## src/rtl/logic16_arbiter_pkg.sv

```systemverilog
// Shared definitions for the logic16 arbiter slice: opcodes and default datapath width.
package logic16_arbiter_pkg;

    localparam int DEFAULT_WIDTH = 16;

    typedef enum logic [1:0] {
        OP_NOT = 2'b00,
        OP_AND = 2'b01,
        OP_OR  = 2'b10,
        OP_XOR = 2'b11
    } op_e;

endpackage

```

## src/rtl/logic16_unit.sv

```systemverilog
// Purely combinational bitwise logic unit: NOT, AND, OR and XOR over WIDTH bits.
module logic16_unit
    import logic16_arbiter_pkg::*;
#(
    parameter int WIDTH = DEFAULT_WIDTH
) (
    input  logic [1:0]       op,
    input  logic [WIDTH-1:0] a,
    input  logic [WIDTH-1:0] b,
    output logic [WIDTH-1:0] y
);

    logic [WIDTH-1:0] not_a;
    logic [WIDTH-1:0] and_ab;
    logic [WIDTH-1:0] or_ab;
    logic [WIDTH-1:0] nand_ab;
    logic [WIDTH-1:0] xor_ab;

    // XOR is composed from the basic gates: (a | b) & ~(a & b)
    generate
        for (genvar gi = 0; gi < WIDTH; gi++) begin : g_bit
            assign not_a[gi]   = ~a[gi];
            assign and_ab[gi]  = a[gi] & b[gi];
            assign or_ab[gi]   = a[gi] | b[gi];
            assign nand_ab[gi] = ~and_ab[gi];
            assign xor_ab[gi]  = or_ab[gi] & nand_ab[gi];
        end
    endgenerate

    always_comb begin
        y = not_a;
        case (op_e'(op))
            OP_NOT:  y = not_a;
            OP_AND:  y = and_ab;
            OP_OR:   y = or_ab;
            OP_XOR:  y = xor_ab;
            default: y = not_a;
        endcase
    end

endmodule

```

## src/rtl/logic16_arbiter.sv

```systemverilog
// Two-requester round-robin arbiter sharing one logic16_unit, with a one-entry
// tagged result register that supports same-cycle drain and refill.
module logic16_arbiter
    import logic16_arbiter_pkg::*;
#(
    parameter int WIDTH = DEFAULT_WIDTH
) (
    input  logic             clk,
    input  logic             reset,
    input  logic             req0_valid,
    output logic             req0_ready,
    input  logic [1:0]       req0_op,
    input  logic [WIDTH-1:0] req0_a,
    input  logic [WIDTH-1:0] req0_b,
    input  logic             req1_valid,
    output logic             req1_ready,
    input  logic [1:0]       req1_op,
    input  logic [WIDTH-1:0] req1_a,
    input  logic [WIDTH-1:0] req1_b,
    output logic             res_valid,
    input  logic             res_ready,
    output logic [WIDTH-1:0] res_data,
    output logic             res_id
);

    logic             res_valid_reg;
    logic [WIDTH-1:0] res_data_reg;
    logic             res_id_reg;
    logic             prio_reg;

    logic             slot_free;
    logic             grant_valid;
    logic             grant_id;
    logic             accept;
    logic [1:0]       sel_op;
    logic [WIDTH-1:0] sel_a;
    logic [WIDTH-1:0] sel_b;
    logic [WIDTH-1:0] unit_y;

    assign slot_free = !res_valid_reg || res_ready;

    always_comb begin
        grant_valid = 1'b0;
        grant_id    = 1'b0;
        if (req0_valid && req1_valid) begin
            grant_valid = 1'b1;
            grant_id    = prio_reg;
        end else if (req0_valid) begin
            grant_valid = 1'b1;
            grant_id    = 1'b0;
        end else if (req1_valid) begin
            grant_valid = 1'b1;
            grant_id    = 1'b1;
        end
    end

    // Accept is suppressed during reset so an in-flight request is not consumed
    assign accept     = grant_valid && slot_free && !reset;
    assign req0_ready = accept && (grant_id == 1'b0);
    assign req1_ready = accept && (grant_id == 1'b1);

    assign sel_op = grant_id ? req1_op : req0_op;
    assign sel_a  = grant_id ? req1_a  : req0_a;
    assign sel_b  = grant_id ? req1_b  : req0_b;

    logic16_unit #(
        .WIDTH(WIDTH)
    ) u_unit (
        .op(sel_op),
        .a (sel_a),
        .b (sel_b),
        .y (unit_y)
    );

    always_ff @(posedge clk) begin
        if (reset) begin
            res_valid_reg <= 1'b0;
            res_data_reg  <= '0;
            res_id_reg    <= 1'b0;
            prio_reg      <= 1'b0;
        end else if (accept) begin
            res_valid_reg <= 1'b1;
            res_data_reg  <= unit_y;
            res_id_reg    <= grant_id;
            prio_reg      <= !grant_id;
        end else if (res_ready) begin
            res_valid_reg <= 1'b0;
        end
    end

    assign res_valid = res_valid_reg;
    assign res_data  = res_data_reg;
    assign res_id    = res_id_reg;

endmodule
```

## config.mk

```make
export PLATFORM = sky130hd
export DESIGN_NAME = logic16_arbiter
export DESIGN_NICKNAME = d
export VERILOG_FILES = /design/src/rtl/logic16_arbiter_pkg.sv /design/src/rtl/logic16_unit.sv /design/src/rtl/logic16_arbiter.sv
export SDC_FILE = /design/constraint.sdc
export NUM_CORES = 1
export LEC_CHECK = 0
export ABC_AREA = 1
export ABC_CLOCK_PERIOD_IN_PS = 2860
export CORE_UTILIZATION = 48
export DETAILED_ROUTE_END_ITERATION = 7
export GPL_TIMING_DRIVEN = 0
export PLACE_DENSITY = 0.86
export SKIP_LAST_GASP = 1
export SYNTH_ARGS = -nofsm -noshare
export SYNTH_HDL_FRONTEND = slang
export SYNTH_SLANG_ARGS = --single-unit
export TNS_END_PERCENT = 10
```

## constraint.sdc

```tcl
create_clock -name clk -period 2.86 [get_ports clk]
set_clock_uncertainty 0.15 [all_clocks]
set_input_delay 0.858 -clock clk [delete_from_list [all_inputs] [get_ports clk]]
set_output_delay 0.858 -clock clk [all_outputs]
set_load 0.02 [all_outputs]
```

==> metrics.cfg <==
[final_layout]
fillers=382
final_common_cell=nand2_1
fin_nets=592
final-seq-area_sq_um=380
multi_input_area_sq_um=1480
layout_common_cells=nand2_1, clkdlybuf4s50_1, inv_1
area_delta_synth_final_pct=47.2
antenna_cells=0
stdcell_area_sq_um=3390
largest_reg_flops=16
drive_gt1_frac=0.0956
final_cells=554
utilization=0.759

[sta]
tns_ns=0
layout_setup_ws_ns=0.0297
finalSetupViolCount=0
worst_pin_slew_ns=0.430
fmax_ghz=0.353
fin_hold_ws_ns=0.313
relSlewSlack=0.713
hold_viol=0
drv_slew=0
period_share=0.990
fin_crit_ns=2.83
rsz0062_at_grt=yes

[route]
wl_met3_um=581
vias=2915
drt-pass1-iter-count=6
viasPerCell=5.26
wl_met2_um=3670
route.detailed.drc=6
met1_length_um=3060
highest_layer=met4
drt-wirelength-per-cell_um=13.4
dr.first_iter.drc_count=245
totalWireLength_um=7440
drtAntennaViolNets=0

[floorplanning]
start_util=0.515
rows=24
die_w_um=71.3
core_sq_um=4470
die_h_um=71.3
die-area_sq_um=5090
io_pins=93

[outcome]
outcome=finished with violations
violations=DRC

[worst_setup_path]
cp-end-kind=output pin
critPathLaunchType=input port
worst_ep_required_time_ns=1.85
path_class=in -> out
worstPathMaxFanout=10
crit_arrival_ns=1.82

[place]
port_buffers=92
dpl.hpwl_um=5610
place_area_sq_um=3290
pre_cts_ws_ns=-1.24
gp_congestion=0.844
dp_cells=545

[clock_tree]
cts_tree=done
h-tree-depth=1
cts.clk_slew.worst_paths_ns=0.07
cts-buffers-inserted=3
worstSkewPairLatency_ns=0.25
hold_buffers=0
clock_sinks=19
root_buffer=clkbuf_8
cts_buffer_depth=2

[hold_path]
min_path_type=reg -> reg

[power]
p_switching_uw=413
switching_share=0.384
irDropWorstVdd_mv=0.355
powerDensity_nw_per_um2=316
power_mw=1.07
intPower_uw=661
power_frac_comb=0.550
power_frac_seq=0.280
clkPwrFrac=0.170
p_leak_nw=1.75

[grt]
overflow=0
grt_max_degree=11
antenna_found_initial=0
grt_pass1_vias=2727
grt_pass1_wl_um=12200
grt_use_total=0.301

[logic_synthesis]
ys_seq_area_frac=0.165
synth.distinct_cells=24
avgSynthCellArea_sq_um=5.75
synth_nets=490
synth_top_area_cell=nand2_1
ys_ff_latch=19
synthesis.area_sq_um=2310
yosysWarningCount=0
ys_top_cells_by_area=nand2_1, dfxtp_1, nand3_1
synthCells=401
synth_top_area_frac=0.195

[job]
drv_cap=0

==> path summary, 6_finish.rpt <==
| check | startpoint | end | slack (ns) | depth (start not counted) |
|---|---|---|---|---|
| worst min register to register | res_data[14] | res_data[14] | 0.31 | 2 |
| worst min-delay path | res_data[14] | res_data[14] | 0.31 | 2 |
| worst max register to register | prio_reg | res_data[2] | 0.71 | 13 |
| worst max-delay path | req0_valid | req0_ready | 0.03 | 7 |
==> routing by layer <==
layer  up-vias  GRT usage
met4         0     0.0956
met5         -          0
met1      1312      0.360
met2       125      0.534
li1       1466          -
met3        12     0.0647
==> logic make-up after synthesis <==
group / synth area share
AND/OR/NAND/NOR: 0.403
buffers and inverters: 0.201
AO/OA/AOI/OAI: 0.144
flip-flops: 0.165
adder cells (fa/ha/maj): 0.0868
==> area by class of cell <==
cell class	instances	area share
Buffer	20	0.0505
Clock buffer	4	0.0133
Inverter	75	0.0844
Multi-Input combinational cell	286	0.436
Sequential cell	19	0.112
Tap cell	52	0.0192
Timing Repair Buffer	98	0.285
==> worst max-delay path: stages <==
cell and delay, ns:
dlygate4sd2_1 0.26, nand2_2 0.09, nand2_4 0.08, inv_1 0.08, buf_4 0.19, nor2_4 0.13
buf_6 0.12
==> what timing repair did <==
item / 4_1_cts / 5_1_grt
endpoints found under the setup margin: 2 / 2
buffers inserted: 5 / 1
pin swaps: 3 / 3
hold endpoints to repair: 0 / 0
resized for setup: 24 / 1
==> cells in the mapped netlist <==
| cell | count |
|---|---|
| nand2_1 | 120 |
| inv_1 | 73 |
| nand3_1 | 60 |
| o21ai_1 | 24 |
| o21ai_0 | 21 |
| dfxtp_1 | 19 |
| a21oi_1 | 16 |
| ha_1 | 16 |
| nor2_1 | 11 |
| buf_6 | 10 |
| buf_2 | 5 |
| buf_4 | 5 |
| nand2_4 | 5 |
| nand3b_1 | 4 |
| nand2_2 | 3 |
| a211oi_2 | 1 |
| buf_1 | 1 |
| inv_2 | 1 |
| inv_4 | 1 |
| nand3_2 | 1 |
| nor2_2 | 1 |
| nor3_4 | 1 |
| o21a_1 | 1 |
| o21bai_1 | 1 |
==> power groups by stage <==
stage | registers (mW) | clock network, mW | logic (mW)
4_1_cts | 0.301 | 0.185 | 0.584
5_1_grt | 0.303 | 0.200 | 0.649
3_5_place_dp | 0.306 | 0 | 0.570
6_report | 0.301 | 0.182 | 0.591
2_1_floorplan | 0.333 | 0 | 0.307
3_3_place_gp | 0.305 | 0 | 0.553
(Power assumes the default switching activity.)
